<file path="config.mk">
export PLATFORM = sky130hd
export DESIGN_NAME = reg_swap_engine
export DESIGN_NICKNAME = d
export VERILOG_FILES = /design/src/rtl/reg_swap_engine.sv
export SDC_FILE = /design/constraint.sdc
export NUM_CORES = 1
export LEC_CHECK = 0
export ABC_CLOCK_PERIOD_IN_PS = 2240
export BUFFER_PORTS_ARGS = -buffer_cell sky130_fd_sc_hd__buf_2
export CAP_MARGIN = 15
export CELL_PAD_IN_SITES_DETAIL_PLACEMENT = 0
export CELL_PAD_IN_SITES_GLOBAL_PLACEMENT = 1
export CORE_UTILIZATION = 30
export DETAILED_ROUTE_END_ITERATION = 8
export HOLD_SLACK_MARGIN = 0.03
export PLACE_DENSITY = 0.67
export SYNTH_ARGS = -nofsm -noshare
export SYNTH_HDL_FRONTEND = slang
export SYNTH_SLANG_ARGS = --single-unit
</file>
<file path="constraint.sdc">
create_clock -name clk -period 2.24 [get_ports clk]
set_input_delay 0 -clock clk [delete_from_list [all_inputs] [get_ports clk]]
set_output_delay 0 -clock clk [all_outputs]
set_load 0.05 [all_outputs]
</file>
<file path="src/rtl/reg_swap_engine.sv">
// reg_swap_engine: two-register exchange through TEMP, one register write per clock edge
// Ports: clk/rst_n (async active-low); load/load_a/load_b load A and B while idle;
// swap_req starts a swap while idle; busy is high while a swap is running; done is a
// one-cycle pulse after B is written; a_out/b_out/temp_out give the registers;
// swap_count counts completed swaps and wraps.
module reg_swap_engine #(
  parameter int WIDTH = 2,
  parameter int CNT_W = 8
) (
  input  logic             clk,
  input  logic             rst_n,
  input  logic             load,
  input  logic [WIDTH-1:0] load_a,
  input  logic [WIDTH-1:0] load_b,
  input  logic             swap_req,
  output logic             busy,
  output logic             done,
  output logic [WIDTH-1:0] a_out,
  output logic [WIDTH-1:0] b_out,
  output logic [WIDTH-1:0] temp_out,
  output logic [CNT_W-1:0] swap_count
);
  typedef enum logic [1:0] {IDLE, SAVE, MOVE_A, MOVE_B} state_t;
  state_t state;
  assign busy = state != IDLE;
  always_ff @(posedge clk or negedge rst_n) begin
    if (!rst_n) begin
      state      <= IDLE;
      a_out      <= '0;
      b_out      <= '0;
      temp_out   <= '0;
      done       <= 1'b0;
      swap_count <= '0;
    end else begin
      done <= 1'b0;
      case (state)
        IDLE:
          if (load) begin
            a_out <= load_a;
            b_out <= load_b;
          end else if (swap_req) state <= SAVE;
        SAVE: begin
          temp_out <= a_out;
          state    <= MOVE_A;
        end
        MOVE_A: begin
          a_out <= b_out;
          state <= MOVE_B;
        end
        MOVE_B: begin
          b_out      <= temp_out;
          done       <= 1'b1;
          swap_count <= swap_count + 1'b1;
          state      <= IDLE;
        end
        default: state <= IDLE;
      endcase
    end
  end
endmodule

</file>
## After elaboration in Yosys (flattened, before gate mapping)

Cells that the tools add are included.

- Register bits: 17
- Bits of input ports: 8
- Output and inout bits: 16
- Word-level logic and storage cells: 28

- Add/subtract/negate cells: 1
- Equal/unequal tests: 6
- Multiplexer cells: 8
- Reduce and logical (&&, ||, !) cells: 7

Operators with widths:

| operator | count |
|---|---|
| adder 8 x 1 -> 8 bit, second input constant | 1 |
| two-way mux 2 bit | 4 |
| one-hot mux 2 bit (2 select lines) | 2 |
| one-hot mux 2 bit (4 select lines) | 1 |
| != test 2 bit, second input constant | 3 |
| AND reduction 2 bit | 3 |
| nonzero test 2 bit | 3 |
| == test 2 bit, second input constant | 2 |
| == test 2 x 1 -> 1 bit, second input constant | 1 |
| logical NOT 2 bit | 1 |
| two-way mux 1 bit | 1 |

## Longest topological paths before layout

- Word-level depth: 3
- Mapped depth: 6
- Depth with buffers taken out: 5

## Worst setup path after synthesis

Ideal clock, no wire load.

- Path type: reg2reg
- Start: reg state[0]
- End: reg a_out[0]
- Library setup time: 126 ps
- Data arrival time: 1618 ps
- Required time: 2114 ps
- Path slack: 496 ps
- Cell stages (with the launch flop): 7
- Path buffers: 1
- Period minus slack after synthesis: 1744 ps
- Path through: dfrtp_1 > inv_1 > ha_1 > buf_6 > inv_1 > nor2_1 > a221o_1

- Cells in the longest elaborated chain, start to end: 3
- Elaborated cells between the ends (all ways): 6
- Classes of those cells: eq/ne: 2; mux: 1; reduce/logical: 3

RTL lines:

| what | RTL line | text |
|---|---|---|
| start: declaration | 24 | `state_t state;` |
| start signal: assignment | 28 | `state <= IDLE;` |
| start signal: assignment | 41 | `end else if (swap_req) state <= SAVE;` |
| start signal: assignment | 44 | `state <= MOVE_A;` |
| == test 2 bit or logical NOT 2 bit (tied branches) | 36 | `case (state)` |
| nonzero test 2 bit (no source line) or != test 2 bit (tied branches) | n/a |  |
| AND reduction 2 bit (no source line) | n/a |  |
| end signal: assignment | 39 | `a_out <= load_a;` |
| end signal: assignment | 47 | `a_out <= b_out;` |
| end: declaration | 18 | `output logic [WIDTH-1:0] a_out,` |

Parallel ways exist; a longest one is shown, timed or not.
A chain may end at the register's enable or synchronous reset.

## Worst setup path in the final report

- Start: reg state[0]
- End: reg b_out[0]

- Cells in the longest elaborated chain, start to end: 3
- Elaborated cells between the ends (all ways): 6
- Classes of those cells: eq/ne: 2; mux: 1; reduce/logical: 3

RTL lines:

| what | RTL line | text |
|---|---|---|
| == test 2 bit or logical NOT 2 bit (tied branches) | 36 |  |
| nonzero test 2 bit (no source line) or != test 2 bit (tied branches) | n/a |  |
| AND reduction 2 bit (no source line) | n/a |  |
| end signal: assignment | 40 | `b_out <= load_b;` |
| end signal: assignment | 51 | `b_out <= temp_out;` |
| end: declaration | 19 | `output logic [WIDTH-1:0] b_out,` |

Parallel ways exist; a longest one is shown, timed or not.

==> out/qor.yml <==
finish:
  flow.area_growth_from_synthesis_pct: 20.09
  mostFrequentLayoutCell: "sky130_fd_sc_hd__buf_2"
  nets: 113
  final_util: 0.3957
  stdcell_area_um2: 1025
  n_antenna_cell: 0
  layout-drive-gt1-share: 0.3571
  most-common-layout-cells: "23 x sky130_fd_sc_hd__buf_2, 17 x sky130_fd_sc_hd__dfrtp_1, 6 x sky130_fd_sc_hd__ha_1"
die:
  die_height_um: 55.33
  fp.dieArea_um2: 3061
  rows: 18
  initial_core_util: 0.3295
  top_ports: 24
  chipWidth_um: 55.33
  coreArea_um2: 2590
synthesis:
  synth_compound_gate_area_share: 0.07625
  synthXorXnorAreaFrac: 0.07185
  synth_cell_types: 23
  synth_simple_gate_area_frac: 0.1613
  portion_of_the_post_synthesis_area_used_by_sequential_elements: 0.4985
  ys_warn_count: 0
  postSynthRegisterBits: 17
  mappedNetlistArea_um2: 853.3
  synth_top_family_by_area: "simple AND/OR/NAND/NOR gates"
  adder_and_majority_gate_portion_of_the_synthesized_area: 0.08798
  post_synth_mux_area_share: 0.06452
  synth.net_count: 86
  synth_area_per_cell_um2: 11.85
  synthCells: 72
run:
  cap_violations: 0
sta:
  timing_max_transition_violations_final: 0
  worst_pin_slew_ns: 0.4295
  finalCritPeriodShare: 0.7344
  setup_violations_final: 0
  final.min_clock_period_ns: 1.645
  max_clock_freq_mhz: 607.9
  final.setup_skew_ns: 0.004736
  finalHoldViolCount: 0
  totalNegativeSetupSlack_ns: 0
  worst_slew_margin_rel: 0.7136
  setup_repair_after_global_routing_missed_its_margin: "false"
clocking:
  clock_root_buffer: "sky130_fd_sc_hd__clkbuf_4"
  htree_num_levels: 1
  tritoncts_clock_tree: "done"
  clk_pin_slew_worst_paths_ns: 0.10
  cts_resized: 0
  clock_sinks: 17
  cts_made_buffers: 3
  worst_skew_pair.late_latency_ns: 0.29
  cts_max_path_buffers: 2
  post_cts_setup_buffers: 0
worst_setup_path:
  timing.critical_path.required_ns: 2.42
  cp-start-kind: "register"
  worstReg2RegStart: "state[0]$_DFFE_PN0P_"
  critPathCaptureType: "register"
  ff2ff_path_depth: 5
  critical_path_data_arrival_time_ns: 1.83
  worst-r2r-setup-slack_ns: 0.59
  timing.setup.critical_path_class: "register to register"
  timing.critical_path.fanout_max: 11
  crit_reg_reg_endpoint: "b_out[0]$_DFFE_PN0P_"
global_route:
  grt_pass1_vias: 630
  grt_pass1_wl_mm: 2.829
  antenna_found_initial: 0
  grt_start_max_net_pins: 18
  global_router_s_overall_resource_usage: 0.1146
  remaining_overflow_grt: 0
hold_path:
  min_path_type: "primary input to register"
  hold_path_startpoint: "load_a[0]"
  worst_hold_path.endpoint: "a_out[0]$_DFFE_PN0P_"
  timing.hold.worst_path_depth: 4
placed_design:
  routabilityCongestion: 0.7731
  port_buffers: 23
  placement.cell_area_um2: 987.2
  detail_placement_hpwl_mm: 1.227
route:
  drt_first_iter_violations: 6
  wirelength_mm: 1.570
  drc: 0
  postRouteAntennaNets: 0
  detailroute.via_count: 606
  detail_route.first_pass.iterations: 3
  post_drt_via_cell_ratio: 4.734
  route.detailed.wl_per_inst_um: 12.27
outcome:
  status: "completed"
-- how the worst max path moves through the flow --
stage | end | cells after the start | slack [ns] | startpoint
floorplan | a_out[0]$_DFFE_PN0P_ | 6 | 0.50 | state[0]$_DFFE_PN0P_
global placement | b_out[0]$_DFFE_PN0P_ | 5 | 0.69 | state[0]$_DFFE_PN0P_
detailed placement | b_out[0]$_DFFE_PN0P_ | 5 | 0.61 | state[0]$_DFFE_PN0P_
CTS | b_out[0]$_DFFE_PN0P_ | 5 | 0.60 | state[0]$_DFFE_PN0P_
global route | b_out[0]$_DFFE_PN0P_ | 5 | 0.52 | state[0]$_DFFE_PN0P_
finish | b_out[0]$_DFFE_PN0P_ | 5 | 0.59 | state[0]$_DFFE_PN0P_
-- cell type report --
class / count / area, um^2
clock buffers: 3 / 22.52
clock inverters: 1 / 5.005
fillers: 261 / 1565
inverters: 4 / 15.01
multi-input cells: 49 / 394.1
flip-flops and latches: 17 / 425.4
well taps: 30 / 37.54
repair buffers: 24 / 125.1
-- critical path: stages (launching register included) --
cell and delay [ns]:
sky130_fd_sc_hd__dfrtp_1 0.41, sky130_fd_sc_hd__inv_1 0.13, sky130_fd_sc_hd__ha_1 0.41, sky130_fd_sc_hd__nand2b_4 0.09, sky130_fd_sc_hd__and2_4 0.16, sky130_fd_sc_hd__a221o_1 0.34
-- metrics by stage --
| step | hold WS, ns | setup slack, ns | cells |
|---|---|---|---|
| floorplan | -0.2956 | 0.4961 | 72 |
| global placement | -0.05513 | 0.6884 | 123 |
| detailed placement | -0.05323 | 0.6131 | 123 |
| CTS | 0.1105 | 0.5981 | 128 |
| global route | 0.1156 | 0.5197 | 128 |
| finish | 0.1248 | 0.5949 | 128 |
-- routing by layer --
layer  GRT usage  share of wire
met5           0              0
met4     0.02500         0.0089
met3     0.04215          0.039
met2      0.1876           0.47
met1      0.1439           0.48
-- synth_stat cells --
| cell type | n | area [um^2] |
|---|---|---|
| sky130_fd_sc_hd__a21oi_1 | 3 | 15.01 |
| sky130_fd_sc_hd__a221o_1 | 4 | 40.04 |
| sky130_fd_sc_hd__and2_1 | 1 | 6.260 |
| sky130_fd_sc_hd__and2_4 | 1 | 8.760 |
| sky130_fd_sc_hd__and4b_1 | 1 | 10.01 |
| sky130_fd_sc_hd__buf_4 | 1 | 7.510 |
| sky130_fd_sc_hd__buf_6 | 1 | 11.26 |
| sky130_fd_sc_hd__dfrtp_1 | 17 | 425.4 |
| sky130_fd_sc_hd__ha_1 | 6 | 75.07 |
| sky130_fd_sc_hd__inv_1 | 4 | 15.01 |
| sky130_fd_sc_hd__mux2_2 | 4 | 45.04 |
| sky130_fd_sc_hd__mux2i_1 | 1 | 10.01 |
| sky130_fd_sc_hd__nand2_1 | 4 | 15.01 |
| sky130_fd_sc_hd__nand2b_1 | 3 | 18.77 |
| sky130_fd_sc_hd__nand2b_4 | 1 | 13.76 |
| sky130_fd_sc_hd__nand3_1 | 3 | 15.01 |
| sky130_fd_sc_hd__nand4_1 | 2 | 12.51 |
| sky130_fd_sc_hd__nand4_2 | 1 | 12.51 |
| sky130_fd_sc_hd__nor2_1 | 4 | 15.01 |
| sky130_fd_sc_hd__nor3_2 | 1 | 10.01 |
| sky130_fd_sc_hd__o21ai_0 | 2 | 10.01 |
| sky130_fd_sc_hd__xnor2_1 | 3 | 26.28 |
| sky130_fd_sc_hd__xor2_1 | 4 | 35.03 |
-- cells by family (layout without fill, tap and decap cells) --
| group | Yosys count | in the layout |
|---|---|---|
| compound gates | 9 | 9 |
| xor+xnor | 7 | 7 |
| fa+ha+maj | 6 | 6 |
| buf+inv | 6 | 32 |
| flops | 17 | 17 |
| mux | 5 | 5 |
| simple gates | 22 | 22 |
-- repair_timing --
action,CTS,global route
endpoints found under the setup margin,0,0
hold buffers,1,0
endpoints found under the hold margin,17,0
-- registers in the layout (all words and copies together), names as in the netlist --
register / count
swap_count: 8
b_out: 2
state: 2
a_out: 2
done: 1
temp_out: 2
Power is left out: the tool's default activity adds up to more than one toggle a clock period on the data nets, which glitch-free logic cannot reach.
